--- config.mk ---
export PLATFORM = sky130hd
export DESIGN_NAME = csr_file
export DESIGN_NICKNAME = d
export VERILOG_FILES = /design/src/rtl/csr_file.sv
export SDC_FILE = /design/constraint.sdc
export NUM_CORES = 1
export LEC_CHECK = 0
export BUFFER_PORTS_ARGS = -buffer_cell sky130_fd_sc_hd__buf_4
export CORE_MARGIN = 5
export CORE_UTILIZATION = 37
export CTS_BUF_LIST = sky130_fd_sc_hd__clkbuf_16
export CTS_CLUSTER_DIAMETER = 40
export CTS_CLUSTER_SIZE = 12
export DETAILED_ROUTE_END_ITERATION = 6
export PLACE_DENSITY_LB_ADDON = 0.2
export SETUP_SLACK_MARGIN = 0.3
export SLEW_MARGIN = 25
export SYNTH_ARGS = -nofsm -noshare
export SYNTH_HDL_FRONTEND = slang
export SYNTH_SLANG_ARGS = --single-unit
--- constraint.sdc ---
create_clock -name i_clk -period 3.18 [get_ports i_clk]
set_input_delay 0.636 -clock i_clk [delete_from_list [all_inputs] [get_ports i_clk]]
set_output_delay 0.636 -clock i_clk [all_outputs]
set_load 0.02 [all_outputs]
--- src/rtl/csr_file.sv ---
// csr_file: machine-mode CSR responder for the cpu core.
// Provides 64-bit mcycle/minstret counters (with read-only user aliases),
// mscratch, an LED output register and a synchronized switch input.
// Optional feature macro: CSR_TIMER_EN adds a timer compare register at
// 0x7C2 and a sticky o_timer_irq; without it o_timer_irq is tied low.
module csr_file #(
    parameter int LED_WIDTH = 8,
    parameter int SW_WIDTH  = 2
) (
    input  logic                 i_clk,
    input  logic                 i_rst,
    input  logic                 i_clk_ce,
    input  logic [11:0]          i_csr_addr,
    input  logic [31:0]          i_csr_wr_data,
    input  logic                 i_csr_wr,
    input  logic                 i_csr_rd,
    output logic [31:0]          o_csr_rd_data,
    output logic                 o_csr_ill,
    input  logic                 i_retire,
    input  logic [SW_WIDTH-1:0]  i_switch,
    output logic [LED_WIDTH-1:0] o_led,
    output logic                 o_timer_irq
);

    localparam logic [11:0] ADDR_MCYCLE      = 12'hB00;
    localparam logic [11:0] ADDR_MCYCLEH     = 12'hB80;
    localparam logic [11:0] ADDR_MINSTRET    = 12'hB02;
    localparam logic [11:0] ADDR_MINSTRETH   = 12'hB82;
    localparam logic [11:0] ADDR_CYCLE       = 12'hC00;
    localparam logic [11:0] ADDR_CYCLEH      = 12'hC80;
    localparam logic [11:0] ADDR_INSTRET     = 12'hC02;
    localparam logic [11:0] ADDR_INSTRETH    = 12'hC82;
    localparam logic [11:0] ADDR_MSCRATCH    = 12'h340;
    localparam logic [11:0] ADDR_LED         = 12'h7C0;
    localparam logic [11:0] ADDR_SWITCH      = 12'h7C1;
`ifdef CSR_TIMER_EN
    localparam logic [11:0] ADDR_TIMER_CMP   = 12'h7C2;
`endif

    logic [63:0]          mcycle_reg, mcycle_next;
    logic [63:0]          minstret_reg, minstret_next;
    logic [31:0]          mscratch_reg;
    logic [LED_WIDTH-1:0] led_reg;
    logic [SW_WIDTH-1:0]  sw_meta_reg, sw_sync_reg;
    logic [31:0]          led_ext, sw_ext, rd_mux;
    logic                 addr_mapped, addr_ro, wr_ok;
`ifdef CSR_TIMER_EN
    logic [31:0]          timer_cmp_reg;
    logic                 timer_irq_reg;
`endif

    // Zero-extend the narrow LED and switch registers to the 32-bit read bus
    genvar gi;
    for (gi = 0; gi < 32; gi++) begin : g_ext
        if (gi < LED_WIDTH) begin : g_led_bit
            assign led_ext[gi] = led_reg[gi];
        end else begin : g_led_zero
            assign led_ext[gi] = 1'b0;
        end
        if (gi < SW_WIDTH) begin : g_sw_bit
            assign sw_ext[gi] = sw_sync_reg[gi];
        end else begin : g_sw_zero
            assign sw_ext[gi] = 1'b0;
        end
    end

    // Address decode: read mux, mapped/read-only classification
    always_comb begin
        rd_mux      = 32'd0;
        addr_mapped = 1'b0;
        addr_ro     = 1'b0;
        case (i_csr_addr)
            ADDR_MCYCLE:    begin addr_mapped = 1'b1; rd_mux = mcycle_reg[31:0]; end
            ADDR_MCYCLEH:   begin addr_mapped = 1'b1; rd_mux = mcycle_reg[63:32]; end
            ADDR_MINSTRET:  begin addr_mapped = 1'b1; rd_mux = minstret_reg[31:0]; end
            ADDR_MINSTRETH: begin addr_mapped = 1'b1; rd_mux = minstret_reg[63:32]; end
            ADDR_CYCLE:     begin addr_mapped = 1'b1; addr_ro = 1'b1; rd_mux = mcycle_reg[31:0]; end
            ADDR_CYCLEH:    begin addr_mapped = 1'b1; addr_ro = 1'b1; rd_mux = mcycle_reg[63:32]; end
            ADDR_INSTRET:   begin addr_mapped = 1'b1; addr_ro = 1'b1; rd_mux = minstret_reg[31:0]; end
            ADDR_INSTRETH:  begin addr_mapped = 1'b1; addr_ro = 1'b1; rd_mux = minstret_reg[63:32]; end
            ADDR_MSCRATCH:  begin addr_mapped = 1'b1; rd_mux = mscratch_reg; end
            ADDR_LED:       begin addr_mapped = 1'b1; rd_mux = led_ext; end
            ADDR_SWITCH:    begin addr_mapped = 1'b1; addr_ro = 1'b1; rd_mux = sw_ext; end
`ifdef CSR_TIMER_EN
            ADDR_TIMER_CMP: begin addr_mapped = 1'b1; rd_mux = timer_cmp_reg; end
`endif
            default:        begin addr_mapped = 1'b0; end
        endcase
    end

    assign o_csr_rd_data = i_csr_rd ? rd_mux : 32'd0;
    assign o_csr_ill     = ((i_csr_rd | i_csr_wr) & ~addr_mapped) | (i_csr_wr & addr_ro);
    // Only legal, enabled writes touch state
    assign wr_ok         = i_csr_wr & i_clk_ce & addr_mapped & ~addr_ro;

    // Counter next values: a half-write replaces that half and suppresses the increment
    always_comb begin
        mcycle_next   = mcycle_reg + 64'd1;
        minstret_next = minstret_reg + {63'd0, i_retire};
        if (wr_ok && i_csr_addr == ADDR_MCYCLE) begin
            mcycle_next = {mcycle_reg[63:32], i_csr_wr_data};
        end else if (wr_ok && i_csr_addr == ADDR_MCYCLEH) begin
            mcycle_next = {i_csr_wr_data, mcycle_reg[31:0]};
        end
        if (wr_ok && i_csr_addr == ADDR_MINSTRET) begin
            minstret_next = {minstret_reg[63:32], i_csr_wr_data};
        end else if (wr_ok && i_csr_addr == ADDR_MINSTRETH) begin
            minstret_next = {i_csr_wr_data, minstret_reg[31:0]};
        end
    end

    // Counter registers advance only on enabled edges
    always_ff @(posedge i_clk) begin
        if (i_rst) begin
            mcycle_reg   <= 64'd0;
            minstret_reg <= 64'd0;
        end else if (i_clk_ce) begin
            mcycle_reg   <= mcycle_next;
            minstret_reg <= minstret_next;
        end
    end

    // Scratch and LED registers
    always_ff @(posedge i_clk) begin
        if (i_rst) begin
            mscratch_reg <= 32'd0;
            led_reg      <= '0;
        end else if (wr_ok) begin
            if (i_csr_addr == ADDR_MSCRATCH) mscratch_reg <= i_csr_wr_data;
            if (i_csr_addr == ADDR_LED)      led_reg      <= i_csr_wr_data[LED_WIDTH-1:0];
        end
    end

    assign o_led = led_reg;

    // Two-flop switch synchronizer, runs every clock regardless of enable
    always_ff @(posedge i_clk) begin
        if (i_rst) begin
            sw_meta_reg <= '0;
            sw_sync_reg <= '0;
        end else begin
            sw_meta_reg <= i_switch;
            sw_sync_reg <= sw_meta_reg;
        end
    end

`ifdef CSR_TIMER_EN
    // Timer compare and sticky interrupt; a compare write clears and beats a match
    always_ff @(posedge i_clk) begin
        if (i_rst) begin
            timer_cmp_reg <= 32'd0;
            timer_irq_reg <= 1'b0;
        end else if (i_clk_ce) begin
            if (wr_ok && i_csr_addr == ADDR_TIMER_CMP) begin
                timer_cmp_reg <= i_csr_wr_data;
                timer_irq_reg <= 1'b0;
            end else if (mcycle_reg[31:0] == timer_cmp_reg) begin
                timer_irq_reg <= 1'b1;
            end
        end
    end

    assign o_timer_irq = timer_irq_reg;
`else
    assign o_timer_irq = 1'b0;
`endif

endmodule

After elaboration in Yosys (flattened, before gate mapping)
Index checks and enable logic that the tools add are counted.

Output and inout bits: 42. Bits of input ports: 52. Register bits after elaboration: 172. Logic and storage cells: 58.

Mux-type cells: 8. Bitwise operators: 11. Equal/unequal tests: 13. Reduce and logical (&&, ||, !) cells: 16. Add/subtract/negate cells: 2.

Operators with widths (count): $pmux 32 s7 (1); $mux 64 (2); $eq 12x12->1 const B (8); $mux 32 (3); $add 64x1->64 (1); $add 64x1->64 const B (1); $eq 12x11->1 const B (2); $eq 12x10->1 const B (1); $reduce_and 2->1 (6); $reduce_or 11->1 (1); $reduce_or 2->1 (4); $and 1x1->1 (5); $reduce_or 5->1 (1); $logic_and 1x1->1 (4); $ne 2x2->1 const B (2); $not 1->1 (4); $mux 1 (2); $or 1x1->1 (2).

Depth between registers and ports, before layout
Word-level depth: 8. Gate-level depth with buffers: 10. Mapped depth without buffers: 8.

Worst setup path before layout
No wires, ideal clock.

Kind: input to output. Start point: in i_csr_addr[1]. End point: out o_csr_rd_data[13]. Stages on the path: 6. Arrival time: 2.741 ns. Slack: -0.197 ns. Data required time: 2.544 ns. Buffers on the path: 2. Path through: or4_1 -> buf_2 -> nor4_2 -> clkbuf_1 -> a22oi_1 -> a21boi_0.

Word-level cells in the longest chain between the ends: 4.

RTL lines: from (decl) (line 13) `input logic [11:0] i_csr_addr,`; $eq 12x12->1 (line 72) `case (i_csr_addr)`; $reduce_or 2->1 (no line); $pmux 32 s7 * (line 72); $mux 32 * (line 91) `assign o_csr_rd_data = i_csr_rd ? rd_mux : 32'd0;`; to (decl) (line 17) `output logic [31:0] o_csr_rd_data,`.

Mark *: on every way between the ends. The rest lies on a longest branch, timed or not.

Worst setup path in the final report
Start point: in i_csr_addr[10]. End point: out o_csr_rd_data[17].

The elaborated chain is that of the path after synthesis.

==> tab_implementation.tex <==
\begin{tabular}{lr}
\hline
Metric & Value \\
\hline
\multicolumn{2}{l}{\textbf{Logic synthesis}} \\
Top cells by instance count after synthesis & 203 x sky130\_fd\_sc\_hd\_\_nand2\_1, 172 x sky130\_fd\_sc\_hd\_\_dfxtp\_1, 145 x sky130\_fd\_sc\_hd\_\_a21oi\_1, 113 x sky130\_fd\_sc\_hd\_\_nor2\_1, 101 x sky130\_fd\_sc\_hd\_\_clkbuf\_1 \\
Number of synthesized flops with an enable pin & 0 \\
Dominant register cell in the synthesized netlist & sky130\_fd\_sc\_hd\_\_dfxtp\_1 \\
Most instantiated library cell after synthesis & sky130\_fd\_sc\_hd\_\_nand2\_1 \\
Cell Area, Synth & 10900 µm² \\
Post-synth top area share & 31.5\% \\
Sequential area share after synthesis & 31.5\% \\
Cell type with the highest aggregate area in the netlist & sky130\_fd\_sc\_hd\_\_dfxtp\_1 \\
Count of warnings emitted by yosys & 0 \\
Ys async rst share & 0\% \\
Biggest area contributors in the synthesized netlist & sky130\_fd\_sc\_hd\_\_dfxtp\_1 32\%, sky130\_fd\_sc\_hd\_\_nand2\_1 7.0\%, sky130\_fd\_sc\_hd\_\_a21oi\_1 6.6\%, sky130\_fd\_sc\_hd\_\_a22oi\_1 4.8\%, sky130\_fd\_sc\_hd\_\_nor2\_1 3.9\% \\
Total nets after synthesis & 1540 \\
Post-Syn Area per Cell & 7.36 µm² \\
Number of register bits inferred by synthesis & 172 \\
Mapped Cells & 1485 \\
Yosys cell types & 80 \\
\multicolumn{2}{l}{\textbf{Detailed routing}} \\
DRC violations left & 8 \\
Routed Antenna Nets & 0 \\
Number of violations reported at the end of detailed-routing iteration 0 & 1971 \\
Routed WL per cell & 25.9 µm \\
WL final & 52800 µm \\
Overall via count from detail\_route & 13382 \\
Mean number of vias per cell & 6.57 \\
Pre-antenna DRT Iters & 7 \\
\multicolumn{2}{l}{\textbf{Clocking}} \\
Hold bufs inserted after CTS & 0 \\
Worst-skew pair later-pin latency & 0.45 ns \\
TritonCTS clock tree & yes \\
Root buffer cell & sky130\_fd\_sc\_hd\_\_clkbuf\_16 \\
Buffers from clock root to sink, at most & 2 \\
Max H-tree Level & 4 \\
Total clock sinks & 172 \\
Clock buffer count from CTS & 17 \\
Clock input transition at the sequential cells of the worst setup and hold paths & 0.07 ns \\
\multicolumn{2}{l}{\textbf{Setup path}} \\
CP arrival & 2.49 ns \\
Highest net fanout along the worst path & 8 \\
Type of destination of the critical path & output pin \\
Type of the worst setup path & in2out \\
Data required time at the worst endpoint & 2.54 ns \\
Kind of launch point of the worst setup path & input pin \\
\multicolumn{2}{l}{\textbf{Floorplan}} \\
Y dimension of the die & 182 µm \\
Area of the core region & 29400 µm² \\
Area of the die & 33100 µm² \\
Die width & 182 µm \\
Starting utilization of the core area & 37.2\% \\
I/O pin total & 94 \\
Site Rows & 63 \\
\multicolumn{2}{l}{\textbf{Cells and area}} \\
Filler Cells Inserted & 2805 \\
Share of cells above drive strength 1 & 25.2\% \\
Post-route cell area & 14800 µm² \\
Antenna cells & 0 \\
Area Growth Syn to Fin & 35.0\% \\
Net count of the finished layout & 1689 \\
Final cell utilization of the core & 50.2\% \\
\multicolumn{2}{l}{\textbf{Timing}} \\
Final Hold Violating Endpoints & 0 \\
Relative slew slack & 43.6\% \\
Max Clk Rate & 320 MHz \\
Slew at the pin closest to its max-slew limit & 0.840 ns \\
Final period demand of the worst path & 3.13 ns \\
Fraction of the cycle the final worst path needs & 98.4\% \\
Final max-slew violation count & 0 \\
RSZ-0062 raised after global routing & yes \\
Post-Route Skew & 0.0145 ns \\
Setup total negative slack & 0 ns \\
Setup violators final & 0 \\
\multicolumn{2}{l}{\textbf{Power and ir drop}} \\
Sequential share of power & 45.7\% \\
Sw Ratio & 26.1\% \\
Combinational Power Share & 8.8\% \\
Leakage power summed over all cells & 4.60 nW \\
Power Density & 323 nW/µm² \\
Psw & 1.24 mW \\
Clock group share of total power & 45.4\% \\
Total chip power & 4.76 mW \\
Internal Pwr Total & 3.52 mW \\
Worst VDD drop & 0.000400 V \\
\multicolumn{2}{l}{\textbf{Global routing}} \\
Largest net degree at the start of global routing & 85 \\
Total global routing overflow & 0 \\
Number of global-route vias before repair & 12347 \\
Number of antenna violations at the first check in global routing & 0 \\
Wire length of the first global-routing pass & 78100 µm \\
Total global-route track usage & 30.4\% \\
\multicolumn{2}{l}{\textbf{Min path}} \\
Kind of path behind the tightest hold check & in2reg \\
\multicolumn{2}{l}{\textbf{Placement}} \\
Port Buf Inserts & 92 \\
Placed standard-cell area & 13200 µm² \\
Global placer's final weighted congestion & 0.950 \\
HPWL Detailed & 37200 µm \\
\multicolumn{2}{l}{\textbf{Run status}} \\
Failing checks & DRC \\
Outcome & finished, violations left \\
\multicolumn{2}{l}{\textbf{Run}} \\
Number of violations of the max-capacitance limit & 0 \\
\hline
\end{tabular}
==> stage by stage <==
stage,setup slack [ns],hold slack (ns),instances
detailed placement,-0.100,0.433,1973
floorplan,0.312,0.414,1485
finish,0.0505,0.410,2036
global route,0.000110,0.415,2036
CTS,0.0516,0.406,2024
global placement,-0.0254,0.422,1973
==> power by group through the flow <==
stage | registers, mW | clock network [mW] | logic [mW]
after global routing | 2.18 | 2.26 | 0.433
after global placement | 2.23 | 0 | 0.377
after detailed placement | 2.23 | 0 | 0.378
final | 2.18 | 2.16 | 0.421
after floorplan | 2.22 | 0 | 0.159
after CTS | 2.18 | 2.17 | 0.400
==> final cells by class <==
type | count | area [µm²] | area share [%]
Timing Repair Buffer | 259 | 2570 | 17.4
Clock buffer | 17 | 425 | 2.88
Inverter | 9 | 33.8 | 0.229
Multi-Input combinational cell | 1175 | 7630 | 51.8
Sequential cell | 172 | 3440 | 23.3
Clock inverter | 14 | 155 | 1.05
Tap cell | 390 | 488 | 3.31
==> path summary, 6_finish.rpt <==
path | from | endpoint | slack [ns] | cells after the start
setup / recovery | i_csr_addr[10] | o_csr_rd_data[17] | 0.05 | 10
hold / removal | i_switch[1] | sw_meta_reg[1]$_SDFF_PP0_ | 0.41 | 2
setup reg to reg | mcycle_reg[20]$_SDFFE_PP0P_ | mcycle_reg[62]$_SDFFE_PP0P_ | 0.46 | 5
hold reg to reg | sw_meta_reg[1]$_SDFF_PP0_ | sw_sync_reg[1]$_SDFF_PP0_ | 0.46 | 1
==> metal layers <==
layer | GRT usage, % | part of all wire (%) | vias to the layer above
li1 | - | - | 5997
met1 | 42.7 | 42 | 6517
met2 | 47.1 | 45 | 741
met3 | 5.15 | 9.5 | 127
met4 | 10.8 | 3.7 | 0
met5 | 0 | 0 | -
==> cell usage in the layout (no fill, tap or decap), drive strengths merged, types with 7 or more instances in the layout <==
cell type  synthesis  final
a21oi            145    145
nand2            203    203
a222oi            26     26
a41oi              7      7
and2              14     14
a31oi             57     57
and3              26     26
nor4              32     32
o211ai            15     15
o22ai             17     17
a211oi            28     28
buf               23    256
a21o               7      7
o21ai             76     76
inv                8     12
nor2             114    114
nor3              33     33
nand3             83     83
clkbuf           105     20
a22oi             70     70
or4               21     21
dfxtp            172    172
and4              16     16
nand4             50     50
o31ai              9      9
clkinv             1      7
or3               20     20
==> cell families after synthesis <==
| kind of cell | Yosys count | share of synthesized area [%] |
|---|---|---|
| AND/OR/NAND/NOR | 646 | 30.7 |
| adder cells (fa/ha/maj) | 3 | 0.343 |
| multiplexers | 11 | 1.08 |
| other | 1 | 0.0343 |
| XOR/XNOR | 9 | 0.721 |
| flip-flops | 172 | 31.5 |
| AO/OA/AOI/OAI | 505 | 30.2 |
| buffers and inverters | 138 | 5.48 |
==> timing repair <==
item	CTS	global route
setup endpoints to repair	32	35
resized for setup	73	40
gates cloned	5	4
hold endpoints to repair	0	0
pin swaps	37	40
setup buffers	15	8
==> critical path, cell delays in order <==
cell	delay [ns]
sky130_fd_sc_hd__buf_8	0.10
sky130_fd_sc_hd__nor3b_2	0.14
sky130_fd_sc_hd__buf_4	0.14
sky130_fd_sc_hd__o21ai_4	0.14
sky130_fd_sc_hd__nand2b_4	0.18
sky130_fd_sc_hd__nor2_4	0.06
sky130_fd_sc_hd__buf_12	0.14
sky130_fd_sc_hd__a222oi_1	0.67
sky130_fd_sc_hd__a21oi_4	0.11
sky130_fd_sc_hd__buf_6	0.17
(Power assumes the default switching activity.)
